**src/rtl/uart_pkg.sv**
```systemverilog
// Shared types for the UART echo buffer slice.
// TX handshake state encoding and pointer sizing helpers.
package uart_pkg;

  typedef enum logic [1:0] {
    IDLE      = 2'd0,
    LAUNCH    = 2'd1,
    WAIT_BUSY = 2'd2,
    WAIT_DONE = 2'd3
  } tx_state_e;

  localparam int FIFO_DEPTH_DEF = 16;
  localparam int PTR_W = $clog2(FIFO_DEPTH_DEF);

  function automatic int ptr_w(input int depth);
    return $clog2(depth);
  endfunction

endpackage

```
**src/rtl/sync_fifo.sv**
```systemverilog
// Synchronous FIFO with extra-bit pointers and flush.
// Head word is read combinationally.
module sync_fifo
  import uart_pkg::*;
#(
  parameter int WIDTH = 8,
  parameter int DEPTH = 16
) (
  input  logic                     clk,
  input  logic                     resetn,
  input  logic                     flush,
  input  logic                     push,
  input  logic                     pop,
  input  logic [WIDTH-1:0]         wdata,
  output logic [WIDTH-1:0]         rdata,
  output logic [$clog2(DEPTH):0]   level,
  output logic                     full,
  output logic                     empty
);

  localparam int AW = ptr_w(DEPTH);

  logic [WIDTH-1:0] mem_q [DEPTH];
  logic [AW:0]      wr_q, wr_d;
  logic [AW:0]      rd_q, rd_d;

  // next pointers; flush beats push and pop
  always_comb begin
    wr_d = wr_q;
    rd_d = rd_q;
    if (flush) begin
      wr_d = '0;
      rd_d = '0;
    end else begin
      if (push) wr_d = wr_q + (AW+1)'(1);
      if (pop)  rd_d = rd_q + (AW+1)'(1);
    end
  end

  // pointer registers
  always_ff @(posedge clk or negedge resetn) begin
    if (!resetn) begin
      wr_q <= '0;
      rd_q <= '0;
    end else begin
      wr_q <= wr_d;
      rd_q <= rd_d;
    end
  end

  // storage; contents need no reset
  always_ff @(posedge clk) begin
    if (push && !flush) mem_q[wr_q[AW-1:0]] <= wdata;
  end

  assign rdata = mem_q[rd_q[AW-1:0]];
  assign level = wr_q - rd_q;
  assign full  = (level == (AW+1)'(DEPTH));
  assign empty = (level == '0);

endmodule

```
**src/rtl/uart_echo_buffer.sv**
```systemverilog
// Buffered RX-to-TX echo with single-pulse TX launch.
// Tracks overflow and a saturating drop count.
module uart_echo_buffer
  import uart_pkg::*;
#(
  parameter int PAYLOAD_BITS = 8,
  parameter int FIFO_DEPTH   = 16,
  parameter int CNT_WIDTH    = 8
) (
  input  logic                          clk,
  input  logic                          resetn,
  input  logic                          rx_valid,
  input  logic [PAYLOAD_BITS-1:0]       rx_data,
  input  logic                          rx_break,
  input  logic                          tx_busy,
  output logic                          tx_en,
  output logic [PAYLOAD_BITS-1:0]       tx_data,
  output logic [$clog2(FIFO_DEPTH):0]   fifo_level,
  output logic                          fifo_full,
  output logic                          fifo_empty,
  output logic                          overflow,
  input  logic                          overflow_clr,
  output logic [CNT_WIDTH-1:0]          drop_count
);

  tx_state_e                state_q, state_d;
  logic [PAYLOAD_BITS-1:0]  tx_data_q, tx_data_d;
  logic                     overflow_q, overflow_d;
  logic [CNT_WIDTH-1:0]     drop_q, drop_d;
  logic [PAYLOAD_BITS-1:0]  head;
  logic                     pop, push, push_req, drop;

  sync_fifo #(
    .WIDTH (PAYLOAD_BITS),
    .DEPTH (FIFO_DEPTH)
  ) u_fifo (
    .clk    (clk),
    .resetn (resetn),
    .flush  (rx_break),
    .push   (push),
    .pop    (pop),
    .wdata  (rx_data),
    .rdata  (head),
    .level  (fifo_level),
    .full   (fifo_full),
    .empty  (fifo_empty)
  );

  // TX handshake: pop in IDLE, pulse in LAUNCH, wait for busy edge pair
  always_comb begin
    state_d   = state_q;
    tx_data_d = tx_data_q;
    pop       = 1'b0;
    unique case (state_q)
      IDLE: begin
        if (!fifo_empty && !tx_busy && !rx_break) begin
          pop       = 1'b1;
          tx_data_d = head;
          state_d   = LAUNCH;
        end
      end
      LAUNCH:    state_d = WAIT_BUSY;
      WAIT_BUSY: if (tx_busy)  state_d = WAIT_DONE;
      WAIT_DONE: if (!tx_busy) state_d = IDLE;
      default:   state_d = IDLE;
    endcase
  end

  // admission, drop accounting; a drop outranks a same-cycle clear
  always_comb begin
    push_req   = rx_valid && !rx_break;
    push       = push_req && (!fifo_full || pop);
    drop       = push_req && fifo_full && !pop;
    overflow_d = overflow_q;
    drop_d     = drop_q;
    if (overflow_clr) begin
      overflow_d = 1'b0;
      drop_d     = '0;
    end
    if (drop) begin
      overflow_d = 1'b1;
      if (overflow_clr)  drop_d = CNT_WIDTH'(1);
      else if (&drop_q)  drop_d = drop_q;
      else               drop_d = drop_q + CNT_WIDTH'(1);
    end
  end

  // state and status registers
  always_ff @(posedge clk or negedge resetn) begin
    if (!resetn) begin
      state_q    <= IDLE;
      tx_data_q  <= '0;
      overflow_q <= 1'b0;
      drop_q     <= '0;
    end else begin
      state_q    <= state_d;
      tx_data_q  <= tx_data_d;
      overflow_q <= overflow_d;
      drop_q     <= drop_d;
    end
  end

  assign tx_en      = (state_q == LAUNCH);
  assign tx_data    = tx_data_q;
  assign overflow   = overflow_q;
  assign drop_count = drop_q;

endmodule

```
**config.mk**
```make
export PLATFORM = sky130hd
export DESIGN_NAME = uart_echo_buffer
export DESIGN_NICKNAME = d
export VERILOG_FILES = /design/src/rtl/uart_pkg.sv /design/src/rtl/sync_fifo.sv /design/src/rtl/uart_echo_buffer.sv
export SDC_FILE = /design/constraint.sdc
export NUM_CORES = 1
export LEC_CHECK = 0
export ABC_AREA = 1
export ABC_CLOCK_PERIOD_IN_PS = 4100
export CORE_MARGIN = 5
export CORE_UTILIZATION = 36
export CTS_BUF_LIST = sky130_fd_sc_hd__clkbuf_4
export CTS_CLUSTER_SIZE = 12
export DETAILED_ROUTE_END_ITERATION = 10
export SETUP_SLACK_MARGIN = 0.4
export SLEW_MARGIN = 20
export SYNTH_ARGS = -nofsm -noshare
export SYNTH_HDL_FRONTEND = slang
export SYNTH_HIERARCHICAL = 1
export SYNTH_SLANG_ARGS = --single-unit
```
**constraint.sdc**
```tcl
create_clock -name clk -period 4.1 [get_ports clk]
set_input_delay 0.615 -clock clk [delete_from_list [all_inputs] [get_ports clk]]
set_output_delay 0.615 -clock clk [all_outputs]
set_load 0.02 [all_outputs]
```
After elaboration in Yosys (flattened, before gate mapping)
Memories as Yosys holds them, arrays and structs flattened. A register that Yosys moved wholly into a read port is not among the register bits. Cells that the tools add are included.

Memories: 1. Bits in registers: 21. Input bits: 14. Output and inout port bits: 25. Bits in writable memories: 128.

Memories: u_fifo.mem_q (depth 16, width 8, rd ports 1, clocked after memory_dff 1, write ports 1, line sync_fifo.sv:23) `logic [WIDTH-1:0] mem_q [DEPTH];`.

Add/subtract/negate cells: 4. Multiplexer cells: 18. Equal/unequal tests: 8. Reduce and logical (&&, ||, !) cells: 23.

Operator list (count): $mux 8 (4); $mux 5 (4); $add 5x1->5 const B (2); $add 8x1->8 const B (1); $ne 2x2->1 const B (4); $pmux 2 s4 (1); $reduce_and 8->1 (1); $logic_and 1x1->1 (7); $logic_not 1->1 (6); $mux 1 (6); $mux 2 (3); $reduce_bool 2->1 (3); $eq 5x5->1 const B (1); $logic_not 5->1 (1); $sub 5x5->5 (1); $eq 2x2->1 const B (2); $reduce_and 2->1 (2); $reduce_and 3->1 (1); $eq 2x1->1 const B (1); $logic_not 2->1 (1); $logic_or 1x1->1 (1).

Depth between registers and ports, before layout
Depth in word-level cells: 12. Mapped depth: 17. Depth with buffers taken out: 14.

Modules after synthesis
The synthesis kept the hierarchy.

Modules (own cells, without submodules): sync_fifo (cells each 652, times used 1, area an instance 6328.6 µm², seq. area each 4093.9 µm²); uart_echo_buffer (cells each 132, times used 1, area an instance 1034.7 µm², seq. area each 475.5 µm²).

Worst setup path before layout
No wires, ideal clock.

Kind: register to register. From: register u_fifo.wr_q[0]. To: memory u_fifo.mem_q[0][0] (enable). Slack: 0.293 ns. Arrival time: 3.437 ns. Path buffers: 1. Stages on the path, launching flop included: 16. Period minus slack after synthesis: 3.807 ns. Library setup time: 0.370 ns. Cell sequence: dfrtp_1 inv_1 ha_1 fa_1 nand3b_1 nand2_1 xor2_1 nor2_1 nor2_2 nand3_1 buf_2 a21oi_1 inv_1 nor2_1 nand2_1 nor2_1.

Longest elaborated chain between the ends: 12. Elaborated cells between the ends (all ways): 14. Classes of those cells: 1 x add/sub; 1 x eq/ne; 4 x mux; 8 x reduce/logical.

Ends and longest elaborated chain: from (decl) (line sync_fifo.sv:24) `logic [AW:0] wr_q, wr_d;`; from (signal assigned) (line sync_fifo.sv:46) `wr_q <= wr_d;`; $sub 5x5->5 (line sync_fifo.sv:57) `assign level = wr_q - rd_q;`; via fifo_level[4] (line uart_echo_buffer.sv:18) `output logic [$clog2(FIFO_DEPTH):0] fifo_level,`; $logic_not 5->1 (line sync_fifo.sv:59) `assign empty = (level == '0);`; via fifo_empty (line uart_echo_buffer.sv:20) `output logic fifo_empty,`; $logic_not 1->1 (line uart_echo_buffer.sv:56) `if (!fifo_empty && !tx_busy && !rx_break) begin`; $logic_and 1x1->1 (2 in series) (line uart_echo_buffer.sv:56); $mux 1 (line uart_echo_buffer.sv:56); $mux 1 (line uart_echo_buffer.sv:54) `unique case (state_q)`; $logic_or 1x1->1 (line uart_echo_buffer.sv:72) `push = push_req && (!fifo_full || pop);`; $logic_and 1x1->1 (line uart_echo_buffer.sv:72); via push (line uart_echo_buffer.sv:31) `logic pop, push, push_req, drop;`; $logic_and 1x1->1 (line sync_fifo.sv:53) `if (push && !flush) mem_q[wr_q[AW-1:0]] <= wdata;`; $mux 1 (line sync_fifo.sv:53); $mux 1 (not written as such) (line sync_fifo.sv:53); to (decl) (line sync_fifo.sv:23).

The timed path passes the listed nets, and every way through them passes these cells.

Worst setup path after layout
From: register u_fifo.wr_q[0]. To: output port fifo_level[4].

Longest elaborated chain between the ends: 1.

Ends and longest elaborated chain (line): $sub 5x5->5 (sync_fifo.sv:57); to (decl) (uart_echo_buffer.sv:18).

No other way between the ends.

==> impl_metrics.py <==
metrics = {
    "synth": {
        "synth_mux_area_share_pct": 0.136,
        "postSynthAreaPerCell_sq_um": 9.39,
        "ys_ff_latch": 157,
        "async_flop_share_pct": 18.5,
        "synth_fa_ha_area_share_pct": 2.65,
        "synth_top_family_by_area": "simple AND/OR/NAND/NOR gates",
        "yosysTopAreaCellShare_pct": 52.2,
        "synthTopCellsByCount": "264 x nand2_1, 140 x inv_1, 128 x edfxtp_1",
        "synth.yosys.seq_area_share_pct": 62.1,
        "synth-xor-area-share_pct": 0.595,
        "syn_nets": 813,
        "synth_edf_count": 128,
        "syn_area_sq_um": 7360,
        "synth-simple-area-share_pct": 23.4,
        "netlist_instances": 784,
        "ys.flop_type": "edfxtp_1",
        "synth_cell_types": 31,
        "yosysTopAreaCell": "edfxtp_1",
        "yosys_warnings": 6,
        "synth_compound_area_share_pct": 1.77,
        "synthMostInstantiatedCell": "nand2_1",
        "synth_area_leaders": "edfxtp_1 52%, nand2_1 13%, dfrtp_1 9.9%, inv_1 7.1%, nand3_1 6.7%",
    },
    "timing": {
        "slew_viol_final": 0,
        "relSlewSlack_pct": 28.4,
        "period_share_pct": 84.8,
        "hold_viol_final": 0,
        "fin_hold_ws_ps": 499,
        "fin_crit_ps": 3480,
        "worstMarginPinSlew_ps": 1070,
        "fmax_ghz": 0.287,
        "clock-skew-final_ps": 23.2,
        "setup_viol": 0,
        "fin_setup_tns_ps": 0,
        "rsz0062_at_grt": "no",
    },
    "global_route": {
        "grt_max_degree": 69,
        "antenna_found_initial": 1,
        "grt_overflow": 0,
        "grt_pass1_wl_microns": 27900,
        "grtUsageTotal_pct": 15.3,
        "grt_pass1_vias": 5057,
    },
    "route": {
        "initialDrtViolationCount": 460,
        "finalWirelength_microns": 17300,
        "drc_errors": 0,
        "wl_per_cell_microns": 15.5,
        "antenna_left": 0,
        "vias_per_cell": 4.60,
        "num_vias": 5139,
        "first_pass_iters": 5,
    },
    "final_layout": {
        "drive_gt1_share_pct": 8.74,
        "seqCellArea_sq_um": 4570,
        "n_fill_cell": 2000,
        "syn_to_final_growth_pct": 14.1,
        "design_area_sq_um": 8400,
        "nNetsFinal": 863,
        "multiInputGateArea_sq_um": 2160,
    },
    "pwr": {
        "combPwrFrac_pct": 15.5,
        "total_leakage_power_nw": 3.76,
        "p_clk_share_pct": 28.1,
        "pwr-share-seq_pct": 56.5,
        "switching_share_pct": 30.1,
        "internal-power_mw": 2.25,
        "max-vdd-ir-drop_v": 0.000121,
        "p_switching_mw": 0.971,
        "power_density_nw_per_um2": 383,
    },
    "clocking": {
        "cts_tree": "built",
        "cts_buffer_depth": 2,
        "clock-sinks": 157,
        "root_buffer": "clkbuf_4",
        "htree_num_levels": 4,
        "cts_made_buffers": 17,
        "clkTransAtPathRegs_ps": 140,
        "cts_hold_buf": 0,
        "clk_latency_ps": 570,
    },
    "placed_design": {
        "postPlaceCellArea_sq_um": 8070,
        "gp_routability_congestion": 0.815,
        "portBuffers": 38,
        "dp_hpwl_microns": 11500,
    },
    "status": {
        "status": "finished clean",
    },
    "critical_path": {
        "cpPeakStageDelay_ps": 640,
        "path_class": "reg -> out",
        "critical_path_required_ps": 3480,
        "r2r-end": "u_fifo/mem_q[13][2]",
        "ff2ff_path_depth": 16,
        "crit_buf_inv": 2,
        "worstSetupStartpointType": "register",
        "r2r_setup_slack_ps": 720,
        "crit_fanout": 5,
        "end_kind": "output pin",
        "crit_slowest_cell": "clkdlybuf4s50_1",
        "cp.depth": 7,
        "crit_arrival_ps": 2860,
        "path_cells": "inv_1 > ha_1 > fa_1 > nand3b_1 > nand2_1 > xor2_1 > clkdlybuf4s50_1",
        "cp_top_family": "buffers and inverters",
        "timing.rr.start": "u_fifo/wr_q[0]",
    },
    "worst_hold_path": {
        "whs_endpoint": "tx_data[2]",
        "hold_class": "reg -> reg",
        "min-delay-start": "tx_data[2]",
        "whs_path_depth": 2,
    },
    "floorplan": {
        "die_w_microns": 153,
        "core_area_sq_um": 20200,
        "die_area_sq_um": 23400,
        "fp.dieH_microns": 153,
        "initial_core_util_pct": 36.5,
        "rows": 52,
        "num_io_pins": 39,
    },
    "flow_run": {
        "max_cap_viol_count": 0,
    },
}
layout make-up:
type | instances | share of cell area [%]
Sequential cell | 157 | 54.4
Clock inverter | 15 | 1.71
Multi-Input combinational cell | 457 | 25.7
Inverter | 146 | 6.52
Clock buffer | 17 | 1.52
Tap cell | 270 | 4.02
Timing Repair Buffer | 55 | 6.11
Antenna cell | 1 | 0.0298
layer usage:
metal / global-route usage, % / vias to the layer above / routed length [microns]
met1: 21.0 / 2426 / 7980
met5: 0 / - / 0
li1: - / 2595 / -
met3: 3.19 / 10 / 791
met2: 25.0 / 108 / 8380
met4: 3.82 / 0 / 159
power groups by stage:
| stage | logic [mW] | clock network [mW] | registers, mW |
|---|---|---|---|
| 2_1_floorplan | 0.243 | 0 | 1.89 |
| 3_3_place_gp | 0.499 | 0 | 1.86 |
| 3_5_place_dp | 0.500 | 0 | 1.85 |
| 4_1_cts | 0.503 | 0.931 | 1.82 |
| 5_1_grt | 0.557 | 1.00 | 1.83 |
| 6_report | 0.498 | 0.904 | 1.82 |
flip-flops by register name, indices dropped and copies added, names as in the netlist:
| register | count |
|---|---|
| u_fifo/mem_q | 128 |
| u_fifo/rd_q | 5 |
| u_fifo/wr_q | 5 |
| drop_count | 8 |
| state_q | 2 |
| tx_data | 8 |
| overflow | 1 |
worst max-delay path by stage:
stage	start	to
6_report	u_fifo/wr_q[0]	fifo_level[4]
5_1_grt	u_fifo/wr_q[0]	fifo_level[4]
4_1_cts	u_fifo/wr_q[0]	u_fifo/mem_q[6][4]
3_5_place_dp	u_fifo/wr_q[0]	u_fifo/mem_q[14][1]
3_3_place_gp	u_fifo/wr_q[0]	u_fifo/mem_q[14][1]
2_1_floorplan	u_fifo/wr_q[0]	u_fifo/mem_q[0][0]
cells by family (layout without fill, tap and decap cells):
kind of cell	after synthesis	in the layout
AOI/OAI and AO/OA	23	23
xor gates and xnor gates	5	5
adders and majority gates	15	15
buffers and inverters	170	233
DFF	157	157
muxes	1	1
other	0	1
and+or+nand+nor	413	413
metrics by stage:
| stage | util [%] | worst slack (ps) | power (mW) | std cells |
|---|---|---|---|---|
| floorplan | - | 293 | 2.14 | 784 |
| global placement | 40.0 | 429 | 2.35 | 1085 |
| detailed placement | 40.0 | 328 | 2.36 | 1085 |
| CTS | 41.3 | 322 | 3.25 | 1117 |
| global route | 41.7 | 444 | 3.39 | 1118 |
| finish | 41.7 | 622 | 3.22 | 1118 |
tightest hold or removal path: stages (launching register included):
cell and delay, ps:
dfrtp_1 370, nand2_1 50, nand2_1 50
placed cells by master (no fill, tap or decap), drive strengths merged:
cell / instances
nand2: 268
inv: 157
edfxtp: 128
nand3: 99
nor2: 38
clkdlybuf4s50: 36
dfrtp: 29
clkbuf: 17
buf: 17
ha: 14
a21oi: 12
o21ai: 7
nand4: 4
clkinv: 4
xnor2: 3
xor2: 2
dlymetal6s2s: 2
nand3b: 2
o21bai: 2
nor3: 2
diode: 1
mux2i: 1
o211ai: 1
a22o: 1
fa: 1
repair_timing:
item / in CTS / in global routing
endpoints found under the setup margin: 16 / 74
resized for setup: 0 / 18
hold endpoints to repair: 0 / 0
gates cloned: 0 / 0
buffers inserted: 0 / 0
Note: power is estimated with default switching activity, not from simulation.
